### src/rtl/matrix_result_serializer.sv
// ============================================================================
//  Module   : matrix_result_serializer
//  Brief    : Snapshots a flattened 5x5 matrix and streams its r x c
//             sub-matrix out row-major, one element per valid/ready transfer.
//  Revision : 1.0 - initial release
// ============================================================================
`default_nettype none

module matrix_result_serializer #(
    parameter int DATA_WIDTH = 9
) (
    input  logic                  clk,
    input  logic                  reset_n,
    input  logic                  start,
    input  logic                  abort,
    input  logic [2:0]            r_in,
    input  logic [2:0]            c_in,
    input  logic [DATA_WIDTH-1:0] data_in_0,  data_in_1,  data_in_2,  data_in_3,  data_in_4,
    input  logic [DATA_WIDTH-1:0] data_in_5,  data_in_6,  data_in_7,  data_in_8,  data_in_9,
    input  logic [DATA_WIDTH-1:0] data_in_10, data_in_11, data_in_12, data_in_13, data_in_14,
    input  logic [DATA_WIDTH-1:0] data_in_15, data_in_16, data_in_17, data_in_18, data_in_19,
    input  logic [DATA_WIDTH-1:0] data_in_20, data_in_21, data_in_22, data_in_23, data_in_24,
    input  logic                  out_ready,
    output logic                  out_valid,
    output logic [DATA_WIDTH-1:0] out_data,
    output logic [2:0]            out_row,
    output logic [2:0]            out_col,
    output logic                  out_eol,
    output logic                  out_last,
    output logic                  busy,
    output logic                  done,
    output logic                  err
);

    typedef enum logic [1:0] {
        IDLE = 2'd0,
        SEND = 2'd1,
        DONE = 2'd2
    } state_t;

    state_t                  state, state_nxt;
    logic [DATA_WIDTH-1:0]   data_arr [25];
    logic [DATA_WIDTH-1:0]   snap     [25];
    logic [2:0]              row, col, r_lat, c_lat;
    logic                    err_q;
    logic                    dims_ok, capture, xfer, at_eol, at_last;
    logic [4:0]              sel;

    assign data_arr = '{data_in_0,  data_in_1,  data_in_2,  data_in_3,  data_in_4,
                        data_in_5,  data_in_6,  data_in_7,  data_in_8,  data_in_9,
                        data_in_10, data_in_11, data_in_12, data_in_13, data_in_14,
                        data_in_15, data_in_16, data_in_17, data_in_18, data_in_19,
                        data_in_20, data_in_21, data_in_22, data_in_23, data_in_24};

    assign dims_ok = (r_in != 3'd0) && (r_in <= 3'd5) && (c_in != 3'd0) && (c_in <= 3'd5);
    assign at_eol  = (col == c_lat - 3'd1);
    assign at_last = at_eol && (row == r_lat - 3'd1);
    assign xfer    = (state == SEND) && out_ready;
    assign sel     = 5'(row) * 5'd5 + 5'(col);

    always_ff @(posedge clk or negedge reset_n) begin
        if (!reset_n) begin
            state <= IDLE;
        end else begin
            state <= state_nxt;
        end
    end

    always_comb begin
        state_nxt = state;
        capture   = 1'b0;
        out_valid = 1'b0;
        busy      = 1'b0;
        done      = 1'b0;
        out_data  = '0;
        out_row   = 3'd0;
        out_col   = 3'd0;
        out_eol   = 1'b0;
        out_last  = 1'b0;
        case (state)
            IDLE: begin
                // abort is meaningless here, so a simultaneous start still proceeds
                if (start && dims_ok) begin
                    state_nxt = SEND;
                    capture   = 1'b1;
                end
            end
            SEND: begin
                out_valid = 1'b1;
                busy      = 1'b1;
                out_data  = snap[sel];
                out_row   = row;
                out_col   = col;
                out_eol   = at_eol;
                out_last  = at_last;
                if (abort) begin
                    state_nxt = IDLE;
                end else if (xfer && at_last) begin
                    state_nxt = DONE;
                end
            end
            DONE: begin
                done      = 1'b1;
                state_nxt = IDLE;
            end
            default: state_nxt = IDLE;
        endcase
    end

    assign err = err_q;

    always_ff @(posedge clk or negedge reset_n) begin
        if (!reset_n) begin
            err_q <= 1'b0;
            row   <= 3'd0;
            col   <= 3'd0;
            r_lat <= 3'd0;
            c_lat <= 3'd0;
            for (int k = 0; k < 25; k++) begin
                snap[k] <= '0;
            end
        end else begin
            err_q <= (state == IDLE) && start && !dims_ok;
            if (capture) begin
                row   <= 3'd0;
                col   <= 3'd0;
                r_lat <= r_in;
                c_lat <= c_in;
                snap  <= data_arr;
            end else if (xfer) begin
                if (at_eol) begin
                    col <= 3'd0;
                    row <= row + 3'd1;
                end else begin
                    col <= col + 3'd1;
                end
            end
        end
    end

endmodule

`default_nettype wire

### config.mk
export PLATFORM = sky130hd
export DESIGN_NAME = matrix_result_serializer
export DESIGN_NICKNAME = d
export VERILOG_FILES = /design/src/rtl/matrix_result_serializer.sv
export SDC_FILE = /design/constraint.sdc
export NUM_CORES = 1
export LEC_CHECK = 0
export ABC_CLOCK_PERIOD_IN_PS = 4820
export CORE_MARGIN = 2
export CORE_UTILIZATION = 51
export DETAILED_ROUTE_END_ITERATION = 10
export PLACE_DENSITY = 0.92
export SKIP_LAST_GASP = 1
export SLEW_MARGIN = 20
export SYNTH_ARGS = -nofsm -noshare
export SYNTH_HDL_FRONTEND = slang
export SYNTH_SLANG_ARGS = --single-unit
### constraint.sdc
create_clock -name clk -period 4.82 [get_ports clk]
set_input_delay 0.964 -clock clk [delete_from_list [all_inputs] [get_ports clk]]
set_output_delay 0.964 -clock clk [all_outputs]
set_load 0.01 [all_outputs]
==> reports/results.txt, run 1 <==
H-Tree Level Count = 1
Global Route Usage Sum = 25.10%
Number of global-route vias before repair = 8,301
Crit path launch type = flip-flop
Vias per std cell = 5.755
Rel. slew slack = 44.35%
DRC marker count from the first detailed-route iteration = 339
Num ports = 257
Share of the yosys chip area belonging to registers = 52.64%
WHS = 0.4784 ns
Number of instances in the synthesized netlist = 759
Number of synthesized flops with an enable pin = 0
Delay of the slowest cell on the worst path = 0.68 ns
Number of hold violations in the final report = 0
Root Driver = clkbuf_16
Clk buf depth = 3
Most common flop cell mapped by yosys = dfrtp_1
CTS Hold Buffers Added = 0
Total half-perimeter wirelength after legalization and detailed placement = 21,580 um
Number of different library cells in the post-synthesis netlist = 46
Most frequent cells in the layout = clkdlybuf4s50_1 (250), dfrtp_1 (240), mux2_2 (235), mux2i_1 (33), mux4_2 (32)
Horizontal die dimension = 153.6 um
Worst Path Buf+Inv = 3
LEAKAGE = 6.179 nW
Count of state elements after synthesis = 240
R2R Setup Slk = 2.58 ns
RD Place Congestion = 0.8890
Wire per inst = 22.65 um
R2R cell count = 5
Shortest period the worst path allows = 4.803 ns
RSZ-0062 raised after global routing = yes
Fraction of final layout cells with drive strength greater than 1 = 33.53%
Total clock sinks = 240
Post-synth ARST share = 100.0%
CTS clock-pin slew for the worst setup and hold paths = 0.06 ns
Number of buffers created by CTS = 26
Outcome = complete, no violations
Setup Viol. Count Final = 0
Post-route clock skew = 0.01508 ns
Clock latency reported for the late side of the worst-skew pair = 0.53 ns
Synthesized net count = 1,008
TritonCTS clock tree = built
Count of placed standard cells including taps = 1,262
Worst EP arrival = 3.84 ns
CP delay by family, top = adder cells
Power density over the cells = 552.3 nW/um2
Worst-margin pin slew = 0.8347 ns
Average cell area after synthesis = 15.03 um2
Wire length of the first global-routing pass = 46,210 um
Cell breakdown of the critical path = ha_1 -> ha_1 -> fa_2 -> buf_4 -> clkinvlp_4 -> nor4_1 -> a211oi_2 -> clkdlybuf4s50_1
Number of iterations in the first detailed-routing pass = 5
Final number of max-transition violations = 0
Initial core utilization = 52.12%
Largest net degree at the start of global routing = 109
Largest driver fanout on the critical path = 9
Part of the total power dissipated in sequential elements = 35.2%
Critical register-to-register path startpoint = state[0]$_DFFE_PN0P_
Count of synthesis-stage warnings from yosys = 0
Number of maximum-capacitance violations = 0
Final routed wirelength across all metal layers = 29,720 um
Clock network fraction of design power = 23.4%
Most common library cell in the layout ignoring fill and taps = clkdlybuf4s50_1
Endpoint of the worst-slack reg-to-reg timing path = snap[29]$_DFFE_PN0N_
Largest voltage drop on the vdd net = 0.3146 mV
Switching share of power = 32.50%
Internal power = 5.677 mW
Number of nets still failing antenna checks after routing = 0
Core Util, Final = 69.56%
Required time at the endpoint of the critical path = 3.86 ns
Comb power frac = 41.4%
Max Clock Freq = 0.2082 GHz
Antenna violations before repair = 0
Critical path capture point type = output pin
Signed area change from the synthesized netlist to the final layout = 33.47%
Setup TNS = 0 ns
Residual overflow from global routing = 0
Post-route DRC = 0
Final #Nets = 1,263
Core footprint = 21,890 um2
Portion of the clock cycle consumed by the worst path in the final layout = 99.64%
Die Outline Area = 23,580 um2
Worst hold path class = input port to async pin
Die Ht = 153.6 um
Most numerous cell on the critical path = ha_1
Slowest cell on the critical path = fa_2
Reported net switching power = 2.733 mW
Quantity of I/O buffers inserted on ports = 256
Final antenna diode count = 0
Post-route insts no fill = 1,312
Number of placement rows = 54
Synth Cell Area = 11,410 um2
Vias after detailed routing = 7,551
Type of the setup path with the least slack = flip-flop to output pin
[power groups by stage]
stage,clock network (mW),registers (mW),logic [mW]
final,1.97,2.96,3.48
after global routing,2.08,3.03,3.72
after CTS,2.00,2.96,3.48
after detailed placement,0,2.99,3.35
after global placement,0,2.95,3.27
after floorplan,0,2.84,2.36
[worst max path at each step]
stage	from	to	slack, ns	cells past startpoint
2_1_floorplan	row[0]$_DFFE_PN0P_	out_data[6]	1.09	7
3_3_place_gp	row[2]$_DFFE_PN0P_	out_data[7]	0.42	9
3_5_place_dp	row[2]$_DFFE_PN0P_	out_data[0]	0.27	9
4_1_cts	row[2]$_DFFE_PN0P_	out_data[3]	0.01	8
5_1_grt	row[2]$_DFFE_PN0P_	out_data[4]	-0.08	8
6_report	row[2]$_DFFE_PN0P_	out_data[4]	0.02	8
[synthesized netlist by cell type, types with 2 or more instances]
| library cell | instances | area, um2 |
|---|---|---|
| mux2_1 | 14 | 157.7 |
| nor3_1 | 3 | 15.01 |
| mux4_1 | 6 | 157.7 |
| ha_1 | 12 | 150.1 |
| nor4_1 | 9 | 56.30 |
| buf_6 | 2 | 22.52 |
| mux4_2 | 32 | 720.7 |
| nand4_1 | 4 | 25.02 |
| dfrtp_1 | 240 | 6006 |
| a211oi_1 | 9 | 67.56 |
| nand2_1 | 13 | 48.80 |
| clkbuf_1 | 8 | 30.03 |
| and3_1 | 3 | 18.77 |
| xnor3_1 | 2 | 45.04 |
| and2_1 | 8 | 50.05 |
| a21oi_1 | 13 | 65.06 |
| nor2b_1 | 4 | 25.02 |
| xnor2_1 | 2 | 17.52 |
| inv_1 | 5 | 18.77 |
| o41ai_1 | 9 | 78.83 |
| clkinv_1 | 2 | 7.510 |
| buf_1 | 2 | 7.510 |
| nor2_1 | 9 | 33.78 |
| a22oi_1 | 8 | 60.06 |
| mux2i_1 | 33 | 330.3 |
| buf_4 | 22 | 165.2 |
| buf_2 | 17 | 85.08 |
| nand3_1 | 4 | 20.02 |
| xor2_1 | 6 | 52.55 |
| mux2_2 | 235 | 2646 |
| a32oi_1 | 8 | 70.07 |
[metal layers]
layer  GRT usage [%]  part of all wire (%)  vias to the layer above
li1                -                     -                     3362
met1           32.98                    41                     3834
met2           41.67                    49                      288
met3           4.932                   6.2                       67
met4           9.480                   3.6                        0
met5               0                     0                        -
[layout make-up]
cell class | count | area (um2)
inverters | 7 | 30.03
well taps | 280 | 350.3
fillers | 1435 | 6663
clock inverters | 4 | 58.81
flip-flops and latches | 240 | 6006
multi-input cells | 460 | 5136
clock buffers | 42 | 790.8
repair buffers | 279 | 2856
[flip-flops by register name, summed over array words and instances, names as in the netlist]
name   cells
snap     225
c_lat      3
col        3
r_lat      3
row        3
state      2
err        1
[stage by stage]
step	worst slack (ns)	cell area [um2]	total power [mW]
finish	0.01717	15230	8.411
global route	-0.08096	15230	8.835
CTS	0.01069	15180	8.437
detailed placement	0.2722	14260	6.336
global placement	0.4202	14260	6.217
floorplan	1.090	11410	5.204
[worst register-to-register path: cells and delay by family (launching register included)]
family | cells | cell delay (ns)
buffers and inverters | 2 | 0.57
muxes | 1 | 0.36
DFF | 1 | 0.43
and+or+nand+nor | 2 | 0.75
[kinds of logic after synthesis]
| logic type | count (synthesis) | share of synthesized area [%] |
|---|---|---|
| mux | 320 | 35.17 |
| flops | 240 | 52.64 |
| simple gates | 65 | 3.169 |
| buf+inv | 59 | 3.125 |
| compound gates | 51 | 3.257 |
| fa+ha+maj | 13 | 1.491 |
| xor+xnor | 11 | 1.151 |
[repair_timing]
action / CTS / global route
setup endpoints to repair: 9 / 8
resized for setup: 5 / 13
setup buffers: 4 / 0
pin swaps: 3 / 0
cloned: 0 / 0
No activity file was read; power rests on OpenSTA's default activity.
==> inputs of run 2 (changes only) <==
--- a/config.mk
+++ b/config.mk
@@ -9,6 +9,7 @@
 export CORE_MARGIN = 2
 export CORE_UTILIZATION = 51
 export DETAILED_ROUTE_END_ITERATION = 10
+export GPL_TIMING_DRIVEN = 0
 export PLACE_DENSITY = 0.92
 export SKIP_LAST_GASP = 1
 export SLEW_MARGIN = 20
==> reports/results.txt, run 2 (same netlist as run 1, synthesis figures left out) <==
Setup TNS = 0 ns
Vias after detailed routing = 7,719
Final routed wirelength across all metal layers = 30,880 um
Portion of the clock cycle consumed by the worst path in the final layout = 99.16%
Total half-perimeter wirelength after legalization and detailed placement = 22,850 um
Antenna violations before repair = 2
Die Ht = 153.6 um
Largest net degree at the start of global routing = 104
Critical path capture point type = output pin
Switching share of power = 32.03%
Initial core utilization = 52.12%
Number of global-route vias before repair = 8,511
Slowest cell on the critical path = clkdlybuf4s50_1
Fraction of final layout cells with drive strength greater than 1 = 34.99%
Delay of the slowest cell on the worst path = 0.57 ns
CTS Hold Buffers Added = 0
Final #Nets = 1,297
Most common library cell in the layout ignoring fill and taps = clkdlybuf4s50_1
Largest voltage drop on the vdd net = 0.3463 mV
Clk buf depth = 3
Quantity of I/O buffers inserted on ports = 256
DRC marker count from the first detailed-route iteration = 417
Required time at the endpoint of the critical path = 3.86 ns
Post-route DRC = 0
Crit path launch type = flip-flop
Outcome = complete, no violations
Register cell area after layout = 6007 um2
Wire per inst = 22.89 um
Number of maximum-capacitance violations = 0
Vias per std cell = 5.722
Number of iterations in the first detailed-routing pass = 4
Comb power frac = 40.6%
Power density over the cells = 556.1 nW/um2
Worst-margin pin slew = 0.5164 ns
Final number of max-transition violations = 0
H-Tree Level Count = 1
Root Driver = clkbuf_16
Worst EP arrival = 3.82 ns
CTS clock-pin slew for the worst setup and hold paths = 0.06 ns
Total clock sinks = 240
Internal power = 5.812 mW
Most numerous cell on the critical path = ha_1
Cell area reported after detailed placement = 14,380 um2
Wire length of the first global-routing pass = 47,800 um
Flip-flop count of the largest register after layout = 225
Residual overflow from global routing = 0
Core footprint = 21,890 um2
R2R Setup Slk = 2.76 ns
LEAKAGE = 6.329 nW
Number of placement rows = 54
Number of buffers created by CTS = 25
RSZ-0062 raised after global routing = yes
Post-route clock skew = 0.006671 ns
Total non-filler cell area in the finished layout = 15,380 um2
Reported net switching power = 2.739 mW
Horizontal die dimension = 153.6 um
Die Outline Area = 23,580 um2
Most frequent cells in the layout = clkdlybuf4s50_1 (247), dfrtp_1 (239), mux2_2 (235), mux2i_1 (33), mux4_2 (32)
Number of hold violations in the final report = 0
Signed area change from the synthesized netlist to the final layout = 34.77%
Total power = 8.551 mW
Area of the multi-input gates = 5077 um2
Shortest period the worst path allows = 4.780 ns
Setup Viol. Count Final = 0
TritonCTS clock tree = built
Worst hold path class = input port to async pin
Num ports = 257
Number of fill cells in the layout = 1,428
Clock latency reported for the late side of the worst-skew pair = 0.52 ns
RD Place Congestion = 0.8791
Cell breakdown of the critical path = ha_1 -> ha_1 -> fa_2 -> xor2_4 -> buf_4 -> mux2_2 -> o41ai_1 -> a211oi_1 -> clkdlybuf4s50_1
Rel. slew slack = 65.57%
Number of nets still failing antenna checks after routing = 0
Largest driver fanout on the critical path = 10
Part of the total power dissipated in sequential elements = 34.4%
Global Route Usage Sum = 26.29%
Max Clock Freq = 0.2092 GHz
Clock network fraction of design power = 25.0%
Type of the setup path with the least slack = flip-flop to output pin
Reg with most FFs = snap
-- run 2: cell count changes in the layout (fill, tap and decap cells not counted), sizes merged, moves of 4 or more --
cell / before / now
dlymetal6s2s: 5 / 1
dlygate4sd2: 0 / 6
clkbuf: 42 / 46
bufinv: 1 / 5
buf: 24 / 51
-- run 2: final cells by class --
cell class              count  share of cell area [%]
repair buffers            264                   17.28
well taps                 280                   2.278
clock inverters             8                   1.098
plain buffers              50                   2.156
inverters                   7                  0.1709
diodes                      3                 0.04882
flip-flops and latches    240                   39.06
clock buffers              37                   4.882
multi-input cells         460                   33.02
-- run 2: power by group through the flow --
| stage | Clock (mW) | Sequential (mW) | Combinational [mW] |
|---|---|---|---|
| after detailed placement | 0 | 2.96 | 3.45 |
| after CTS | 2.16 | 2.94 | 3.48 |
| after global placement | 0 | 2.93 | 3.37 |
| after floorplan | 0 | 2.84 | 2.36 |
| after global routing | 2.25 | 3.01 | 3.71 |
| final | 2.14 | 2.94 | 3.47 |
-- run 2: timing repair --
| item | in CTS | in global routing |
|---|---|---|
| setup endpoints to repair | 9 | 7 |
| resized for setup | 13 | 13 |
| pin swaps | 1 | 1 |
| cloned | 0 | 0 |
| setup buffers | 2 | 4 |
| endpoints found under the hold margin | 0 | 0 |
-- run 2: worst paths after layout --
path / from / to / cells past startpoint
min in group clk: snap[176]$_DFFE_PN0N_ / snap[176]$_DFFE_PN0N_ / 1
max in group asynchronous: reset_n / row[2]$_DFFE_PN0P_ / 2
worst min-delay path: reset_n / snap[82]$_DFFE_PN0N_ / 1
worst max register to register: state[0]$_DFFE_PN0P_ / snap[81]$_DFFE_PN0N_ / 6
worst max-delay path: row[0]$_DFFE_PN0P_ / out_data[6] / 9
worst min register to register: snap[176]$_DFFE_PN0N_ / snap[176]$_DFFE_PN0N_ / 1
-- run 2: per-stage QoR --
| step | utilization [%] | setup slack [ns] | hold slack (ns) | instances |
|---|---|---|---|---|
| floorplan | - | 1.090 | 0.4524 | 759 |
| global placement | 65.43 | -7.154 | 0.4628 | 1295 |
| detailed placement | 65.70 | 0.09881 | 0.4743 | 1297 |
| CTS | 70.04 | -0.1419 | 0.3277 | 1343 |
| global route | 70.23 | -0.09153 | 0.3356 | 1348 |
| finish | 70.24 | 0.04046 | 0.3246 | 1349 |
-- run 2: layer usage --
layer / vias up / track usage (%) / wire length [um]
li1: 3439 / - / -
met1: 3962 / 33.95 / 12660
met2: 266 / 45.71 / 15690
met3: 52 / 4.397 / 1660
met4: 0 / 8.213 / 866
met5: - / 0 / 0
-- run 2: worst max-delay path: cells and delay by family (launching register included) --
family | cells | cell delay (ns)
buffers and inverters | 2 | 0.81
flip-flops | 1 | 0.48
AO/OA/AOI/OAI | 2 | 0.39
XOR/XNOR | 1 | 0.20
multiplexers | 1 | 0.37
adder cells (fa/ha/maj) | 3 | 1.05
==> inputs of run 3 (changes only) <==
--- a/config.mk
+++ b/config.mk
@@ -7,10 +7,12 @@
 export LEC_CHECK = 0
 export ABC_CLOCK_PERIOD_IN_PS = 4820
 export CORE_MARGIN = 2
-export CORE_UTILIZATION = 51
+export CORE_UTILIZATION = 64
+export CTS_CLUSTER_DIAMETER = 60
 export DETAILED_ROUTE_END_ITERATION = 10
+export DONT_BUFFER_PORTS = 1
 export GPL_TIMING_DRIVEN = 0
-export PLACE_DENSITY = 0.92
+export PLACE_DENSITY = 0.91
 export SKIP_LAST_GASP = 1
 export SLEW_MARGIN = 20
 export SYNTH_ARGS = -nofsm -noshare
==> reports/results.txt, run 3 (same netlist as run 1, synthesis figures left out) <==
TritonCTS clock tree = built
Power density over the cells = 638.9 nW/um2
Post-CTS setup repair buffer count = 0
Vias per std cell = 6.586
Cell area reported after detailed placement = 11,690 um2
Number of global-route vias before repair = 7,434
Root Driver = clkbuf_16
H-Tree Level Count = 1
Horizontal die dimension = 137.5 um
Total clock sinks = 240
Outcome = complete, no violations
Quantity of I/O buffers inserted on ports = 0
CTS clock-pin slew for the worst setup and hold paths = 0.06 ns
Largest driver fanout on the critical path = 10
Fraction of final layout cells with drive strength greater than 1 = 44.64%
Number of maximum-capacitance violations = 0
RD Place Congestion = 0.8436
Number of fill cells in the layout = 1,103
Max Clock Freq = 0.2107 GHz
Final routed wirelength across all metal layers = 28,240 um
Final number of max-transition violations = 0
Antenna violations before repair = 3
Signed area change from the synthesized netlist to the final layout = 10.08%
Reg with most FFs = snap
Post-route insts no fill = 1,031
Rel. slew slack = 52.97%
RSZ-0062 raised after global routing = no
Number of nets still failing antenna checks after routing = 0
Vias after detailed routing = 6,790
Worst-margin pin slew = 0.7012 ns
Count of placed standard cells including taps = 984
Wire length of the first global-routing pass = 42,670 um
Post-route DRC = 0
LEAKAGE = 5.182 nW
Crit path launch type = flip-flop
Post-route clock skew = 0.007449 ns
Total non-filler cell area in the finished layout = 12,560 um2
Most common library cell in the layout ignoring fill and taps = dfrtp_1
Portion of the clock cycle consumed by the worst path in the final layout = 98.49%
Critical path capture point type = output pin
Residual overflow from global routing = 0
Clk buf depth = 3
Number of placement rows = 48
Required time at the endpoint of the critical path = 3.86 ns
Clock latency reported for the late side of the worst-skew pair = 0.51 ns
Total half-perimeter wirelength after legalization and detailed placement = 21,090 um
R2R cell count = 6
Initial core utilization = 65.74%
WHS = 0.1492 ns
Largest net degree at the start of global routing = 241
Most frequent cells in the layout = dfrtp_1 (240), mux2_2 (235), mux2i_1 (33), mux4_2 (32), clkbuf_16 (25)
Core footprint = 17,360 um2
Shortest period the worst path allows = 4.747 ns
Global Route Usage Sum = 30.30%
Number of buffers created by CTS = 25
Die Ht = 137.5 um
Worst hold path class = input port to async pin
Wire per inst = 27.39 um
Type of the setup path with the least slack = flip-flop to output pin
Final #Nets = 1,034
Num ports = 257
Setup Viol. Count Final = 0
Number of iterations in the first detailed-routing pass = 5
Flip-flop count of the largest register after layout = 225
Number of hold violations in the final report = 0
Worst EP arrival = 3.78 ns
Die Outline Area = 18,910 um2
DRC marker count from the first detailed-route iteration = 363
Largest voltage drop on the vdd net = 0.4115 mV
-- run 3: timing repair --
| action | CTS | global route |
|---|---|---|
| setup endpoints to repair | 2 | 9 |
| cloned | 0 | 0 |
| hold endpoints to repair | 0 | 0 |
| hold buffers | 0 | 0 |
| resized for setup | 2 | 10 |
-- run 3: worst paths after layout --
| check | startpoint | slack (ns) | to |
|---|---|---|---|
| worst max-delay path | row[0]$_DFFE_PN0P_ | 0.07 | out_data[6] |
| worst min-delay path | reset_n | 0.15 | snap[46]$_DFFE_PN0N_ |
| worst max register to register | state[0]$_DFFE_PN0P_ | 2.75 | snap[86]$_DFFE_PN0N_ |
| worst min register to register | snap[175]$_DFFE_PN0N_ | 0.49 | snap[175]$_DFFE_PN0N_ |
| max in group asynchronous | reset_n | 4.26 | snap[44]$_DFFE_PN0N_ |
| min in group clk | snap[175]$_DFFE_PN0N_ | 0.49 | snap[175]$_DFFE_PN0N_ |
-- run 3: layout make-up --
class	instances	area, um2	share of cell area, %
Sequential cell	240	6006	47.82
Buffer	51	327.8	2.610
Clock buffer	36	706.9	5.629
Tap cell	225	281.5	2.241
Multi-Input combinational cell	460	5107	40.67
Antenna cell	4	10.01	0.07970
Inverter	7	26.28	0.2092
Clock inverter	8	93.84	0.7472
-- run 3: metrics by stage --
step	total power, mW	setup TNS (ns)	setup WS, ns	utilization (%)
2_1_floorplan	5.204	0	1.090	-
3_5_place_dp	6.068	0	0.5249	67.36
4_1_cts	7.983	-0.02089	-0.009285	72.05
6_report	8.024	0	0.07290	72.36
3_3_place_gp	5.928	0	0.5239	67.36
5_1_grt	8.382	0	0.01286	72.35
-- run 3: critical path, cell delays in order, from the launching register on --
cell and delay (ns):
dfrtp_1 0.48, ha_1 0.34, ha_1 0.32, fa_1 0.49, xor2_4 0.41, buf_4 0.29, mux2_2 0.38, o41ai_1 0.36
a211oi_1 0.21
-- run 3: report_power, final --
part           switching, mW  leakage [nW]  internal, mW
logic                   1.55          1.94          1.63
clock network          0.759         0.397          1.12
registers              0.352          2.84          2.61
total                   2.66          5.18          5.36
-- run 3: routing by layer --
layer  track usage, %  part of all wire [%]  up-vias
met4            11.86                   3.9        0
met3            7.101                   7.8       71
li1                 -                     -     2909
met2            49.75                    49      313
met5                0                     0        -
met1            39.43                    39     3497
